## src/rtl/sorted_insert_pkg.sv

```systemverilog
`default_nettype none
// ============================================================================
// Module      : sorted_insert_pkg
// Description : Shared types and defaults for the sorted insertion buffer.
// Revision    : 1.0 - initial release
// ============================================================================
package sorted_insert_pkg;

  localparam int c_default_w = 8;
  localparam int c_default_n = 8;

  typedef enum logic [0:0] {
    IDLE  = 1'b0,
    SHIFT = 1'b1
  } state_t;

  // Bits needed to hold an entry count in the range 0..n inclusive.
  function automatic int cnt_width(input int n);
    return $clog2(n + 1);
  endfunction

endpackage
`default_nettype wire

```

## src/rtl/sorted_dup_det.sv

```systemverilog
`default_nettype none
// ============================================================================
// Module      : sorted_dup_det
// Description : N-way key equality check over the valid lanes of the table.
//               Compiled only when SORTED_INSERT_DEDUP_EN is defined.
// Revision    : 1.0 - initial release
// ============================================================================
`ifdef SORTED_INSERT_DEDUP_EN
module sorted_dup_det
  import sorted_insert_pkg::*;
#(
  parameter int W  = c_default_w,
  parameter int N  = c_default_n,
  parameter int CW = cnt_width(N)
) (
  input  logic [N*W-1:0] data,
  input  logic [CW-1:0]  count,
  input  logic [W-1:0]   key,
  output logic           hit
);

  logic [N-1:0] w_match;

  for (genvar i = 0; i < N; i++) begin : g_lane_cmp
    assign w_match[i] = (CW'(i) < count) && (data[i*W +: W] == key);
  end

  assign hit = |w_match;

endmodule
`endif
`default_nettype wire

```

## src/rtl/sorted_insert_buf.sv

```systemverilog
`default_nettype none
// ============================================================================
// Module      : sorted_insert_buf
// Description : Descending-sorted key table built by one-step-per-cycle
//               insertion sort. Optional duplicate rejection is enabled by
//               defining SORTED_INSERT_DEDUP_EN.
// Revision    : 1.0 - initial release
// ============================================================================
module sorted_insert_buf
  import sorted_insert_pkg::*;
#(
  parameter int W = c_default_w,
  parameter int N = c_default_n,
  localparam int CW = cnt_width(N)
) (
  input  logic           clk,
  input  logic           rst_n,
  input  logic           en,
  input  logic [W-1:0]   din,
  input  logic           clr,
  output logic           rdy,
  output logic [N*W-1:0] data,
  output logic [CW-1:0]  count,
  output logic           full,
  output logic           done,
  output logic           drop
);

  state_t        r_state;
  state_t        w_state_nxt;
  logic [W-1:0]  r_lane [N];
  logic [W-1:0]  r_key;
  logic [CW-1:0] r_pos;
  logic [CW-1:0] r_count;
  logic          r_done;
  logic          r_drop;

  logic          w_full;
  logic          w_dup;
  logic [W-1:0]  w_prev;
  logic          w_move;
  logic          w_accept;
  logic          w_reject;
  logic          w_shift;
  logic          w_place;
  logic [N*W-1:0] w_data;

  for (genvar i = 0; i < N; i++) begin : g_pack
    assign w_data[i*W +: W] = r_lane[i];
  end

  assign w_full = (r_count == CW'(N));

`ifdef SORTED_INSERT_DEDUP_EN
  sorted_dup_det #(
    .W  (W),
    .N  (N),
    .CW (CW)
  ) u_dup_det (
    .data  (w_data),
    .count (r_count),
    .key   (din),
    .hit   (w_dup)
  );
`else
  assign w_dup = 1'b0;
`endif

  // Lane just above the insertion point; ties stop the shift so arrival order holds.
  always_comb begin
    w_prev = '0;
    for (int i = 0; i < N - 1; i++) begin
      if (r_pos == CW'(i + 1)) begin
        w_prev = r_lane[i];
      end
    end
  end

  assign w_move = (r_pos != '0) && (w_prev < r_key);

  always_comb begin
    w_state_nxt = r_state;
    w_accept    = 1'b0;
    w_reject    = 1'b0;
    w_shift     = 1'b0;
    w_place     = 1'b0;
    case (r_state)
      IDLE: begin
        if (en) begin
          if (w_dup || w_full) begin
            w_reject = 1'b1;
          end else begin
            w_accept    = 1'b1;
            w_state_nxt = SHIFT;
          end
        end
      end
      SHIFT: begin
        if (w_move) begin
          w_shift = 1'b1;
        end else begin
          w_place     = 1'b1;
          w_state_nxt = IDLE;
        end
      end
      default: w_state_nxt = IDLE;
    endcase
    if (clr) begin
      w_state_nxt = IDLE;
      w_accept    = 1'b0;
      w_reject    = 1'b0;
      w_shift     = 1'b0;
      w_place     = 1'b0;
    end
  end

  always_ff @(posedge clk) begin
    if (!rst_n) begin
      r_state <= IDLE;
    end else begin
      r_state <= w_state_nxt;
    end
  end

  always_ff @(posedge clk) begin
    if (!rst_n || clr) begin
      for (int i = 0; i < N; i++) begin
        r_lane[i] <= '0;
      end
      r_key   <= '0;
      r_pos   <= '0;
      r_count <= '0;
      r_done  <= 1'b0;
      r_drop  <= 1'b0;
    end else begin
      r_done <= w_place;
      r_drop <= w_reject;
      if (w_accept) begin
        r_key <= din;
        r_pos <= r_count;
      end
      if (w_shift) begin
        for (int i = 0; i < N; i++) begin
          if (r_pos == CW'(i)) begin
            r_lane[i] <= w_prev;
          end
        end
        r_pos <= r_pos - CW'(1);
      end
      if (w_place) begin
        for (int i = 0; i < N; i++) begin
          if (r_pos == CW'(i)) begin
            r_lane[i] <= r_key;
          end
        end
        r_count <= r_count + CW'(1);
      end
    end
  end

  assign rdy   = (r_state == IDLE);
  assign data  = w_data;
  assign count = r_count;
  assign full  = w_full;
  assign done  = r_done;
  assign drop  = r_drop;

endmodule
`default_nettype wire

```

## config.mk

```make
export PLATFORM = sky130hd
export DESIGN_NAME = sorted_insert_buf
export DESIGN_NICKNAME = d
export VERILOG_FILES = /design/src/rtl/sorted_insert_pkg.sv /design/src/rtl/sorted_dup_det.sv /design/src/rtl/sorted_insert_buf.sv
export SDC_FILE = /design/constraint.sdc
export NUM_CORES = 1
export LEC_CHECK = 0
export BUFFER_PORTS_ARGS = -buffer_cell sky130_fd_sc_hd__buf_2
export CAP_MARGIN = 5
export CORE_ASPECT_RATIO = 0.9
export CORE_UTILIZATION = 55
export CTS_CLUSTER_DIAMETER = 60
export DETAILED_ROUTE_END_ITERATION = 10
export GPL_ROUTABILITY_DRIVEN = 0
export PLACE_DENSITY = 0.8
export SKIP_LAST_GASP = 1
export SLEW_MARGIN = 20
export SYNTH_ARGS = -nofsm -noshare
export SYNTH_HDL_FRONTEND = slang
export SYNTH_SLANG_ARGS = --single-unit
export TNS_END_PERCENT = 1
```

## constraint.sdc

```tcl
create_clock -name clk -period 4.9 [get_ports clk]
set_clock_uncertainty 0.2 [all_clocks]
set_input_delay 0.735 -clock clk [delete_from_list [all_inputs] [get_ports clk]]
set_output_delay 0.735 -clock clk [all_outputs]
set_load 0.05 [all_outputs]
```

==> results.sh, run 1 <==
export IMPL_cts_hold_buffers=0
export IMPL_ff2ff_path_depth=13
export IMPL_grt_usage_pct=27.6
export IMPL_antenna_found_initial=0
export IMPL_min_path_type="reg -> reg"
export IMPL_cp_end_kind="flip-flop"
export IMPL_htreeDepth=3
export IMPL_power_uw=1460
export IMPL_row_count=30
export IMPL_fillers=614
export IMPL_grt_overflow=0
export IMPL_die_height_um=85.8
export IMPL_clk_pin_slew_worst_paths_ns=0.09
export IMPL_mostFrequentLayoutCells="buf_2 (83), nor2_1 (67), edfxtp_1 (64)"
export IMPL_dpl_hpwl_um=7950
export IMPL_wl_per_cell_um=18.5
export IMPL_syn_to_final_growth_pct=14.9
export IMPL_setup_tns_ns=0
export IMPL_max_freq_mhz=216
export IMPL_final_common_cell="buf_2"
export IMPL_maxSlewHeadroom_pct=38.7
export IMPL_first_pass_iters=5
export IMPL_cp_depth=13
export IMPL_status="finished clean"
export IMPL_n_antenna_cell=0
export IMPL_cp_endpoint="r_lane[0][23]$_SDFFCE_PN0P_"
export IMPL_path_buf_inv=1
export IMPL_ys_seq_area_share_pct=53.7
export IMPL_worst_pin_slew_ns=0.920
export IMPL_hold_violations=0
export IMPL_grt_max_degree=31
export IMPL_yosys_area_share_xor_xnor_pct=0
export IMPL_vias_per_cell=6.11
export IMPL_start_util_pct=56.8
export IMPL_io_pin_count=84
export IMPL_r2r_setup_slack_ns=0.28
export IMPL_cts_tree="yes"
export IMPL_slowest_delay_ns=0.78
export IMPL_synthCells=418
export IMPL_startpoint="r_pos[1]$_SDFFE_PP0P_"
export IMPL_synthAdderAreaFrac_pct=3.79
export IMPL_cts_made_buffers=9
export IMPL_slew_viol_final=0
export IMPL_cp_arrival_ns=4.52
export IMPL_grt_pass1_wl_um=16600
export IMPL_rsz0062_at_grt="no"
export IMPL_r2r_end="r_lane[0][23]$_SDFFCE_PN0P_"
export IMPL_post_route_period_util_pct=94.4
export IMPL_drt_iter0_drc=337
export IMPL_cpMaxStageDelayCell="ha_1"
export IMPL_drive_gt1_share_pct=22.8
export IMPL_synth_top_family_by_area="simple AND/OR/NAND/NOR gates"
export IMPL_die_w_um=95.1
export IMPL_worstPathMaxFanout=27
export IMPL_fin_nets=515
export IMPL_yosys_warnings=0
export IMPL_cts_buffer_depth=2
export IMPL_synthFlopType="edfxtp_1"
export IMPL_syn_area_per_cell_sq_um=10.3
export IMPL_timing_critical_path_cells="inv_1 -> ha_1 -> nand3b_1 -> a21oi_1 -> a211oi_1 -> nor3_1 -> ha_1 -> a211o_1 -> o211ai_1 -> o211ai_2 -> a21oi_4 -> mux2i_1 -> nor2_1"
export IMPL_synth_cell_area_sq_um=4290
export IMPL_vias=3611
export IMPL_first_global_vias=3316
export IMPL_dieArea_sq_um=8150
export IMPL_worstSkewPairLatency_ns=0.36
export IMPL_r2r_start="r_pos[1]$_SDFFE_PP0P_"
export IMPL_p_per_area_nw_per_um2=297
export IMPL_syn_nets=443
export IMPL_crit_family="compound AO/OA/AOI/OAI gates"
export IMPL_routed_wl_um=11000
export IMPL_setup_violations_final=0
export IMPL_crit_type="reg -> reg"
export IMPL_synthSimpleGateAreaFrac_pct=18.0
export IMPL_cts_sinks=83
export IMPL_synth_compound_area_share_pct=12.6
export IMPL_synth_seq_cells=83
export IMPL_root_buffer="clkbuf_8"
export IMPL_synthMuxAreaShare_pct=7.24
export IMPL_leakage_uw=0.00202
export IMPL_async_flop_share_pct=0
export IMPL_synth_distinct_cells=45
export IMPL_cp_required_ns=4.80
export IMPL_io_buffers=83
export IMPL_cp_common_cell="ha_1"
export IMPL_cap_viol_max_count=0
export IMPL_core_sq_um=7540
export IMPL_startpoint_type="flip-flop"
export IMPL_hp_start="count[2]$_SDFFE_PP0N_"
export IMPL_post_route_min_period_ns=4.62
export IMPL_drc=0
export IMPL_ir_drop_uv=149
export IMPL_synth_edff_count=64
export IMPL_final_antenna_net_count=0
cell type report:
cell class / instances / area [sq um] / share of cell area, %
inverters: 16 / 60.1 / 1.22
clock inverters: 7 / 76.3 / 1.55
flip-flops and latches: 83 / 2300 / 46.7
repair buffers: 88 / 453 / 9.20
multi-input cells: 292 / 1790 / 36.3
well taps: 96 / 120 / 2.44
clock buffers: 9 / 124 / 2.52
cell families after synthesis:
family / count (synthesis)
buf+inv: 43
flops: 83
simple gates: 164
compound gates: 84
mux: 31
fa+ha+maj: 13
cells in the mapped netlist (2+ instances only):
master / count / area (sq um)
buf_2: 9 / 45.0
nand2_1: 42 / 158
nor2_1: 67 / 251
a31oi_1: 3 / 18.8
or3_1: 4 / 25.0
ha_1: 13 / 163
nand2b_1: 11 / 68.8
a31o_2: 4 / 35.0
buf_1: 3 / 11.3
clkbuf_1: 11 / 41.3
o22ai_1: 7 / 43.8
a32oi_1: 2 / 17.5
dfxtp_1: 19 / 380
nand3_1: 4 / 20.0
nand4b_1: 2 / 17.5
edfxtp_1: 64 / 1920
a211oi_1: 8 / 60.1
a221oi_1: 2 / 17.5
a21o_1: 2 / 15.0
nand4_1: 5 / 31.3
o21ai_0: 6 / 30.0
buf_6: 3 / 33.8
a211o_1: 3 / 26.3
and3_1: 10 / 62.6
mux2i_1: 31 / 310
a21oi_1: 38 / 190
nor2b_1: 3 / 18.8
inv_1: 16 / 60.1
o211ai_1: 2 / 15.0
nand3b_1: 8 / 60.1
nor3_1: 2 / 10.0
per-layer routing:
layer	share of wire [%]	global-route usage (%)
met5	0	0
met4	2.7	9.50
met3	9.6	6.91
met2	48	45.3
met1	39	35.4
flip-flops by register name, summed over array words and instances (netlist names):
name and count:
r_lane 64, r_key 8, count 4, r_pos 4, done 1, drop 1, r_state 1
report_power, final:
part | switching, uW | total, uW | internal (uW)
Clock | 266 | 505 | 239
Sequential | 17.6 | 797 | 780
Combinational | 128 | 160 | 32.7
per-stage QoR:
| stage | setup slack, ns | cells | cell area [sq um] | utilization [%] | hold WS [ns] |
|---|---|---|---|---|---|
| 6_report | 0.275 | 591 | 4920 | 65.3 | 0.353 |
| 5_1_grt | 0.0333 | 591 | 4920 | 65.3 | 0.376 |
| 2_1_floorplan | 1.44 | 418 | 4290 | - | 0.323 |
| 3_3_place_gp | 0.554 | 575 | 4720 | 62.6 | 0.315 |
| 3_5_place_dp | 0.347 | 575 | 4720 | 62.6 | 0.334 |
| 4_1_cts | 0.370 | 591 | 4920 | 65.2 | 0.346 |
how the worst min path moves through the flow:
stage	endpoint	slack [ns]	cells past startpoint
CTS	count[2]$_SDFFE_PP0N_	0.35	2
detailed placement	count[2]$_SDFFE_PP0N_	0.33	2
global route	count[2]$_SDFFE_PP0N_	0.38	2
finish	count[2]$_SDFFE_PP0N_	0.35	2
floorplan	r_key[1]$_SDFFE_PP0P_	0.32	2
global placement	count[3]$_SDFFE_PP0N_	0.31	2
timing repair:
item,4_1_cts,5_1_grt
endpoints found under the setup margin,0,1
setup buffers,0,0
gates resized for setup,0,1
worst reg2reg max path, delay by kind of cell, from the launching register on:
| family | cells | cell delay (ns) |
|---|---|---|
| AO/OA/AOI/OAI | 6 | 1.21 |
| adder cells (fa/ha/maj) | 2 | 1.12 |
| buffers and inverters | 1 | 0.14 |
| flip-flops | 1 | 0.35 |
| multiplexers | 1 | 0.66 |
| AND/OR/NAND/NOR | 3 | 0.68 |
Power figures use the tool's default switching activity.
==> inputs of run 2 (changes only) <==
--- a/config.mk
+++ b/config.mk
@@ -7,8 +7,8 @@
 export LEC_CHECK = 0
 export BUFFER_PORTS_ARGS = -buffer_cell sky130_fd_sc_hd__buf_2
 export CAP_MARGIN = 5
-export CORE_ASPECT_RATIO = 0.9
 export CORE_UTILIZATION = 55
+export CTS_BUF_LIST = sky130_fd_sc_hd__clkbuf_16
 export CTS_CLUSTER_DIAMETER = 60
 export DETAILED_ROUTE_END_ITERATION = 10
 export GPL_ROUTABILITY_DRIVEN = 0
==> run 2 against run 1 <==
  * Sequential power is essentially flat
  * Maximum frequency grew 3.1%
  * Via count is 0.25% lower
  * Non-clock buffer count is 2 higher
  * Final cell count is 0.85% higher
  * Global-route usage rose by 0.76 points
  * Clock power is 25% higher
  * Die area about the same
  * Largest power group unchanged
==> results.sh, run 2 (synthesis gave the netlist of run 1 again) <==
export IMPL_antenna_found_initial=0
export IMPL_drc=0
export IMPL_maxSlewHeadroom_pct=36.1
export IMPL_cp_end_kind="flip-flop"
export IMPL_min_path_type="reg -> reg"
export IMPL_mostFrequentLayoutCells="buf_2 (83), nor2_1 (67), edfxtp_1 (64)"
export IMPL_core_sq_um=7410
export IMPL_io_buffers=83
export IMPL_worstPathMaxFanout=27
export IMPL_cp_required_ns=4.86
export IMPL_startpoint_type="flip-flop"
export IMPL_cts_buffer_depth=2
export IMPL_die_height_um=90.3
export IMPL_cts_sinks=83
export IMPL_clk_pin_slew_worst_paths_ns=0.06
export IMPL_cap_viol_max_count=0
export IMPL_root_buffer="clkbuf_16"
export IMPL_pwr_share_seq_pct=50.3
export IMPL_largest_reg_flops=64
export IMPL_vias=3602
export IMPL_post_route_period_util_pct=91.5
export IMPL_grt_max_degree=28
export IMPL_reg_largest_list="r_lane x64, r_key x8"
export IMPL_post_cts_buffers=0
export IMPL_switching_share_pct=25.6
export IMPL_ir_drop_uv=208
export IMPL_cts_tree="yes"
export IMPL_drt_iter0_drc=400
export IMPL_wl_per_cell_um=18.8
export IMPL_r2r_setup_slack_ns=0.42
export IMPL_grt_overflow=0
export IMPL_grt_usage_pct=28.3
export IMPL_fin_nets=517
export IMPL_multiInputGateArea_sq_um=1790
export IMPL_status="finished clean"
export IMPL_setup_tns_ns=0
export IMPL_row_count=31
export IMPL_first_global_vias=3528
export IMPL_io_pin_count=84
export IMPL_cts_hold_buffers=0
export IMPL_fillers=575
export IMPL_worst_pin_slew_ns=0.958
export IMPL_worstSkewPairLatency_ns=0.33
export IMPL_cts_made_buffers=9
export IMPL_dpl_hpwl_um=8020
export IMPL_fin_cells=596
export IMPL_start_util_pct=57.9
export IMPL_max_freq_mhz=223
export IMPL_largest_register="r_lane"
export IMPL_power_switching_uw=406
export IMPL_setup_violations_final=0
export IMPL_place_inst=580
export IMPL_hold_violations=0
export IMPL_vias_per_cell=6.04
export IMPL_cp_arrival_ns=4.45
export IMPL_final_antenna_net_count=0
export IMPL_slew_viol_final=0
export IMPL_final_common_cell="buf_2"
export IMPL_leakage_uw=0.00208
export IMPL_p_per_area_nw_per_um2=316
export IMPL_die_w_um=90.3
export IMPL_crit_type="reg -> reg"
export IMPL_power_frac_comb_pct=10.1
export IMPL_pwr_share_clk_pct=39.6
export IMPL_htreeDepth=3
export IMPL_routed_wl_um=11200
export IMPL_n_antenna_cell=0
export IMPL_post_route_util_pct=67.8
export IMPL_intPower_uw=1180
export IMPL_grt_pass1_wl_um=17800
export IMPL_post_route_min_period_ns=4.48
export IMPL_drive_gt1_share_pct=22.3
export IMPL_cts_resized=0
export IMPL_syn_to_final_growth_pct=17.2
export IMPL_dieArea_sq_um=8150
export IMPL_seq_area_sq_um=2300
export IMPL_first_pass_iters=6
export IMPL_rsz0062_at_grt="no"
-- run 2: cell types whose count changed in the layout (fill, tap and decap cells not counted), sizes merged --
cell      delta
clkinv       +1
clkbuf       +1
clkinvlp     -1
buf          +2
bufinv       -1
-- run 2: cell type report --
cell class / count / share of cell area, %
clock buffers: 10 / 4.98
clock inverters: 6 / 0.648
inverters: 16 / 1.20
multi-input cells: 292 / 35.6
flip-flops and latches: 83 / 45.8
well taps: 99 / 2.47
repair buffers: 90 / 9.32
-- run 2: through the flow --
step	total power (uW)	hold WS, ns	instance area, sq um	worst slack [ns]
after floorplan	929	0.323	4290	1.44
after global placement	971	0.300	4740	0.680
after detailed placement	972	0.330	4740	0.488
after CTS	1590	0.341	5020	0.444
after global routing	1630	0.351	5020	0.104
final	1590	0.339	5020	0.415
-- run 2: critical path: stages, from the launching register on --
cell and delay, ns:
dfxtp_1 0.33, inv_1 0.12, ha_1 0.80, nand3b_1 0.14
a21oi_1 0.18, a211oi_1 0.08, o22ai_1 0.33, ha_1 0.34
a211oi_1 0.27, a31o_2 0.20, o211ai_2 0.11, a21oi_4 0.40
nand4b_1 0.51, mux2i_1 0.29
-- run 2: path summary, 6_finish.rpt --
| check | start | endpoint | cells after the start |
|---|---|---|---|
| hold reg to reg | count[3]$_SDFFE_PP0N_ | count[3]$_SDFFE_PP0N_ | 2 |
| hold / removal | count[3]$_SDFFE_PP0N_ | count[3]$_SDFFE_PP0N_ | 2 |
| setup reg to reg | r_pos[1]$_SDFFE_PP0P_ | r_lane[1][22]$_DFFE_PP_ | 13 |
| setup / recovery | r_pos[1]$_SDFFE_PP0P_ | r_lane[1][22]$_DFFE_PP_ | 13 |
-- run 2: power groups by stage --
| stage | Clock [uW] | Sequential [uW] | Combinational [uW] |
|---|---|---|---|
| 3_3_place_gp | 0 | 813 | 158 |
| 3_5_place_dp | 0 | 813 | 160 |
| 5_1_grt | 664 | 800 | 168 |
| 6_report | 629 | 798 | 160 |
| 4_1_cts | 631 | 798 | 160 |
| 2_1_floorplan | 0 | 890 | 39.6 |
-- run 2: layer usage --
layer  wire (um)  up-vias  GRT usage (%)
li1            -     1660              -
met1        4300     1723           35.5
met2        5650      184           46.9
met3         895       35           5.05
met4         366        0           14.8
met5           0        -              0
